--- config.mk ---
export PLATFORM = sky130hd
export DESIGN_NAME = instr_fetch_unit
export DESIGN_NICKNAME = d
export VERILOG_FILES = /design/src/rtl/instr_fetch_unit.sv
export SDC_FILE = /design/constraint.sdc
export NUM_CORES = 1
export LEC_CHECK = 0
export ABC_CLOCK_PERIOD_IN_PS = 4250
export CAP_MARGIN = 15
export CORE_MARGIN = 3
export CORE_UTILIZATION = 40
export DETAILED_ROUTE_END_ITERATION = 8
export GPL_TIMING_DRIVEN = 0
export PLACE_DENSITY = 0.69
export SLEW_MARGIN = 10
export SYNTH_ARGS = -nofsm -noshare
export SYNTH_HDL_FRONTEND = slang
export SYNTH_SLANG_ARGS = --single-unit
--- constraint.sdc ---
create_clock -name clk -period 4.25 [get_ports clk]
set_clock_uncertainty 0.05 [all_clocks]
set_input_delay 0.85 -clock clk [delete_from_list [all_inputs] [get_ports clk]]
set_output_delay 0.85 -clock clk [all_outputs]
set_load 0.03 [all_outputs]
--- src/rtl/instr_fetch_unit.sv ---
// Instruction fetch front end: sequential word fetches over an enable/valid port,
// a small prefetch FIFO toward decode, and redirect handling with in-flight discard.
//
// state | meaning
// IDLE  | no fetch outstanding; issue the next one when the FIFO has room
// REQ   | fetch outstanding; the returned word is buffered
// DRAIN | fetch outstanding but superseded by a redirect; the returned word is dropped
module instr_fetch_unit #(
  parameter int                ADDR_W     = 25,
  parameter logic [ADDR_W-1:0] RESET_PC   = '0,
  parameter int                FIFO_DEPTH = 4
) (
  input  logic              clk,
  input  logic              rst,
  output logic              mem_enable,
  output logic [ADDR_W-1:0] mem_addr,
  input  logic              mem_valid,
  input  logic [31:0]       mem_result,
  input  logic              redirect,
  input  logic [ADDR_W-1:0] redirect_pc,
  output logic              out_valid,
  input  logic              out_ready,
  output logic [31:0]       out_instr,
  output logic [ADDR_W-1:0] out_pc
);

  localparam int PTR_W = (FIFO_DEPTH > 1) ? $clog2(FIFO_DEPTH) : 1;
  localparam int CNT_W = PTR_W + 1;
  localparam logic [CNT_W-1:0] DEPTH_C = CNT_W'(FIFO_DEPTH);

  typedef enum logic [1:0] {IDLE, REQ, DRAIN} state_t;

  state_t            state;
  logic [ADDR_W-1:0] fetch_pc;
  logic [ADDR_W-1:0] redir_pc;
  logic [31:0]       instr_q [FIFO_DEPTH];
  logic [ADDR_W-1:0] pc_q    [FIFO_DEPTH];
  logic [PTR_W-1:0]  wr_ptr;
  logic [PTR_W-1:0]  rd_ptr;
  logic [CNT_W-1:0]  count;
  logic              push;
  logic              pop;

  assign redir_pc  = redirect_pc & ~ADDR_W'(3);
  assign out_valid = (count != '0);
  assign out_instr = instr_q[rd_ptr];
  assign out_pc    = pc_q[rd_ptr];
  // Redirect wins over both FIFO operations in the same cycle.
  assign push = (state == REQ) && mem_valid && !redirect;
  assign pop  = out_valid && out_ready && !redirect;

  always_ff @(posedge clk) begin
    if (rst) begin
      state      <= IDLE;
      fetch_pc   <= RESET_PC;
      mem_enable <= 1'b0;
      mem_addr   <= RESET_PC;
    end else begin
      case (state)
        IDLE: begin
          if (redirect) begin
            fetch_pc <= redir_pc;
          end else if (count < DEPTH_C) begin
            state      <= REQ;
            mem_enable <= 1'b1;
            mem_addr   <= fetch_pc;
          end
        end
        REQ: begin
          if (mem_valid) begin
            state      <= IDLE;
            mem_enable <= 1'b0;
            fetch_pc   <= redirect ? redir_pc : fetch_pc + ADDR_W'(4);
          end else if (redirect) begin
            // Controller cannot abort: keep the request up and swallow its data.
            state    <= DRAIN;
            fetch_pc <= redir_pc;
          end
        end
        DRAIN: begin
          if (redirect) fetch_pc <= redir_pc;
          if (mem_valid) begin
            state      <= IDLE;
            mem_enable <= 1'b0;
          end
        end
        default: state <= IDLE;
      endcase
    end
  end

  always_ff @(posedge clk) begin
    if (rst || redirect) begin
      wr_ptr <= '0;
      rd_ptr <= '0;
      count  <= '0;
    end else begin
      if (push) wr_ptr <= wr_ptr + PTR_W'(1);
      if (pop)  rd_ptr <= rd_ptr + PTR_W'(1);
      case ({push, pop})
        2'b10:   count <= count + CNT_W'(1);
        2'b01:   count <= count - CNT_W'(1);
        default: count <= count;
      endcase
    end
  end

  always_ff @(posedge clk) begin
    if (push) begin
      instr_q[wr_ptr] <= mem_result;
      pc_q[wr_ptr]    <= mem_addr;
    end
  end

endmodule

==> results.rst <==
.. list-table::
   :header-rows: 1

   * - Metric
     - Value
   * - Outcome
     - finished, final reports clean
   * - FF/Latch Area
     - 0.008088 sq mm
   * - TritonCTS Buffers
     - 30
   * - Core area
     - 0.02725 sq mm
   * - Summed negative setup slack over all endpoints
     - 0 ns
   * - Maximum resistive drop on vdd
     - 276.9 uV
   * - Overall die width
     - 173.4 microns
   * - Post-Synthesis Mean Instance Area
     - 16.38 sq um
   * - Placed wire-length estimate after detailed placement
     - 15.47 mm
   * - Sw Pwr
     - 1262 uW
   * - Drt wl/cell
     - 18.78 microns
   * - Antenna violations before repair
     - 0
   * - Clock share of power
     - 44.7%
   * - Diode insertion count for antenna repair
     - 0
   * - Number of library cell types mapped by synthesis
     - 52
   * - Clock latency of the later-clocked register in the worst-skew pair
     - 0.54 ns
   * - Clock tree buffer depth
     - 3
   * - Count of nets left with antenna violations after detail routing
     - 0
   * - Maximum number of pins on one net before global-route repair
     - 52
   * - Critical-path top delay cell
     - sky130_fd_sc_hd__clkdlybuf4s50_1
   * - Maximum fanout encountered on the critical timing path
     - 10
   * - Highest achievable clock rate
     - 0.2602 GHz
   * - Max-slew violation count
     - 0
   * - Leakage power
     - 0.004627 uW
   * - Count of max-cap constraint violations
     - 0
   * - Sw Share
     - 20.23%
   * - Hold crit path type
     - reg2reg
   * - Cell internal power dissipation
     - 4974 uW
   * - Total via count in the routed design
     - 6509
   * - Cells after synthesis
     - 684
   * - Post-route total power
     - 6236 uW
   * - DRT iter0 DRCs
     - 462
   * - Register bit count reported by yosys
     - 290
   * - Area of combinational cells with multiple inputs
     - 0.002928 sq mm
   * - Final worst-path cycle share
     - 90.43%
   * - Worst setup SP type
     - flip-flop
   * - Worst slew margin
     - 35.92%
   * - Wire length of the first global-routing pass
     - 37.40 mm
   * - Register-to-register path setup slack
     - 1.60 ns
   * - Clock-pin slew reported for the worst setup and hold paths after clock tree synthesis
     - 0.06 ns
   * - Area growth, synth to finish
     - 27.72%
   * - Critical Setup Path Class
     - reg2out
   * - Share of total power in sequential cells
     - 50.3%
   * - Global-route usage over all layers
     - 15.61%
   * - Router iterations before antenna repair
     - 6
   * - Vias in the first global route
     - 6673
   * - I/O pins
     - 146
   * - Final weighted congestion in routability-driven placement
     - 0.8747
   * - Clock net sink count
     - 290
   * - Setup slack of the critical path after layout
     - 0.4066 ns
   * - Post-Route Hold Slack
     - 0.3991 ns
   * - Sequence of cells on the critical path
     - clkbuf_1 -> buf_1 -> mux4_2 -> clkdlybuf4s50_1
   * - Post-placement worst setup slack
     - 0.3281 ns
   * - Largest stage delay on the critical path
     - 0.62 ns
   * - RSZ-0062 raised after global routing
     - false
   * - Number of nets in the final layout
     - 935
   * - Syn_nets
     - 757
   * - Grt total ovfl
     - 0
   * - Die H
     - 173.4 microns
   * - Count of flip-flops with a built-in enable after synthesis
     - 228
   * - Number of warnings issued by yosys
     - 0
   * - Prevailing post-synth register cell
     - sky130_fd_sc_hd__edfxtp_1
   * - Data arrival time of the critical path
     - 2.94 ns
   * - Part of the total power dissipated in combinational logic
     - 5.0%
   * - Number of input and output port buffers inserted
     - 142
   * - H-tree levels
     - 1
   * - Final count of hold timing violations
     - 0
   * - Area enclosed by the die boundary
     - 0.03006 sq mm
   * - Req. time, crit path
     - 3.35 ns
   * - Transition time at the pin with the least slew margin
     - 0.9532 ns
   * - Via count normalized by instance count
     - 5.174
   * - Mapped cell area
     - 0.01120 sq mm
   * - Final-layout fill cell count
     - 2235
   * - Detailed-route DRC error count
     - 0
   * - Final setup fails
     - 0
   * - Standard-cell row count
     - 60
   * - Start of the worst register-to-register path
     - state[1]$_SDFFE_PP0P_
   * - Starting density of the core
     - 41.12%
   * - Portion of the post-synthesis area used by sequential elements
     - 72.18%
   * - Cell Pwr Density
     - 435.8 mW/mm^2
   * - Destination of the worst register-to-register timing path
     - fetch_pc[23]$_SDFFE_PP0P_
   * - Detailed-route wire length
     - 23.63 mm
   * - CTS tree
     - done
   * - CP Capture Point
     - out_instr[30]
   * - Post-layout min period
     - 3.843 ns
   * - Kind of capture point of the worst setup path
     - output port
   * - Fraction of registers with async set/reset
     - 0%
   * - Proportion of layout cells with a drive suffix above 1
     - 14.90%
   * - Root buffer cell
     - sky130_fd_sc_hd__clkbuf_16
   * - Depth of the most critical reg-to-reg path
     - 7
-- how the worst min path moves through the flow --
stage	from	end	slack (ns)	cells after the start
2_1_floorplan	fetch_pc[0]$_SDFFE_PP0P_	mem_addr[0]$_SDFFE_PP0P_	0.38	2
3_3_place_gp	fetch_pc[0]$_SDFFE_PP0P_	mem_addr[0]$_SDFFE_PP0P_	0.39	2
3_5_place_dp	fetch_pc[1]$_SDFFE_PP0P_	mem_addr[1]$_SDFFE_PP0P_	0.39	2
4_1_cts	fetch_pc[1]$_SDFFE_PP0P_	mem_addr[1]$_SDFFE_PP0P_	0.40	2
5_1_grt	fetch_pc[1]$_SDFFE_PP0P_	mem_addr[1]$_SDFFE_PP0P_	0.42	2
6_report	fetch_pc[1]$_SDFFE_PP0P_	mem_addr[1]$_SDFFE_PP0P_	0.40	2
-- per-stage QoR --
step,util (%),instance area [sq um],instances
5_1_grt,52.51,14310,1258
2_1_floorplan,-,11200,684
6_report,52.51,14310,1258
3_5_place_dp,48.48,13210,1202
4_1_cts,52.51,14310,1258
3_3_place_gp,48.04,13090,1198
-- cell families after synthesis --
kind of cell | share of synthesized area (%)
xor gates and xnor gates | 0.4691
DFF | 72.18
buffers and inverters | 1.775
muxes | 12.17
and+or+nand+nor | 7.013
adders and majority gates | 1.295
AOI/OAI and AO/OA | 5.092
-- layout make-up --
cell class | count | area share, %
clock buffers | 38 | 6.033
inverters | 17 | 0.4459
repair buffers | 146 | 10.70
flip-flops and latches | 290 | 56.52
well taps | 372 | 3.253
plain buffers | 35 | 0.9530
multi-input cells | 342 | 20.46
clock inverters | 18 | 1.635
-- metal layers --
layer / part of all wire [%] / global-route usage, %
met2: 48 / 25.76
met5: 0 / 0
met4: 1.8 / 3.885
met3: 7.5 / 3.767
met1: 42 / 21.00
-- synth_stat cells, drive strengths merged, types with 4 or more instances --
master / count / area share (%)
a21oi: 48 / 2.1
a22oi: 11 / 0.74
a31oi: 4 / 0.22
and2: 4 / 0.22
and3: 4 / 0.22
buf: 9 / 0.33
clkbuf: 26 / 0.87
dfxtp: 62 / 11
edfxtp: 228 / 61
ha: 10 / 1.1
inv: 17 / 0.57
mux2i: 8 / 0.71
mux4: 57 / 11
nand2: 72 / 2.4
nand3: 11 / 0.49
nand4: 7 / 0.39
nor2: 38 / 1.3
nor3: 6 / 0.27
o21ai: 5 / 0.22
o22ai: 7 / 0.39
or2: 6 / 0.34
or3: 5 / 0.28
-- sequential cells by signal (all words and copies together) (netlist names), named ones only --
register,flops
mem_addr,25
instr_q,128
fetch_pc,25
rd_ptr,2
count,3
pc_q,100
state,2
mem_enable,1
wr_ptr,2
-- cell usage in the layout, fill, tap and decap left out, types with 5 or more instances in the layout --
master                            count
sky130_fd_sc_hd__o22ai_1              7
sky130_fd_sc_hd__a22oi_1             11
sky130_fd_sc_hd__nand2_1             72
sky130_fd_sc_hd__nand3_1             11
sky130_fd_sc_hd__clkbuf_16           32
sky130_fd_sc_hd__nor2_1              38
sky130_fd_sc_hd__bufinv_16            5
sky130_fd_sc_hd__buf_1                5
sky130_fd_sc_hd__ha_1                10
sky130_fd_sc_hd__edfxtp_1           228
sky130_fd_sc_hd__mux2i_1              8
sky130_fd_sc_hd__mux4_2              57
sky130_fd_sc_hd__dfxtp_1             62
sky130_fd_sc_hd__or3_1                5
sky130_fd_sc_hd__clkbuf_1            28
sky130_fd_sc_hd__nor3_1               6
sky130_fd_sc_hd__o21ai_0              5
sky130_fd_sc_hd__clkdlybuf4s50_1    142
sky130_fd_sc_hd__or2_2                6
sky130_fd_sc_hd__inv_1               16
sky130_fd_sc_hd__a21oi_1             48
sky130_fd_sc_hd__nand4_1              7
-- critical path, delay by kind of cell (launching register included) --
family	cells	cell delay, ns
buffers and inverters	3	1.65
multiplexers	1	0.41
flip-flops	1	0.34
-- power by group through the flow --
stage,Sequential [uW],Combinational (uW),Clock [uW]
after floorplan,3200,143,0
after global placement,3190,306,0
after detailed placement,3190,314,0
after CTS,3130,315,2850
after global routing,3140,338,2980
final,3130,313,2790
-- repair_timing --
item,4_1_cts,5_1_grt
hold buffers,0,0
endpoints found under the setup margin,0,29
resized for setup,0,2
buffers inserted,0,0
(Power assumes the default switching activity.)
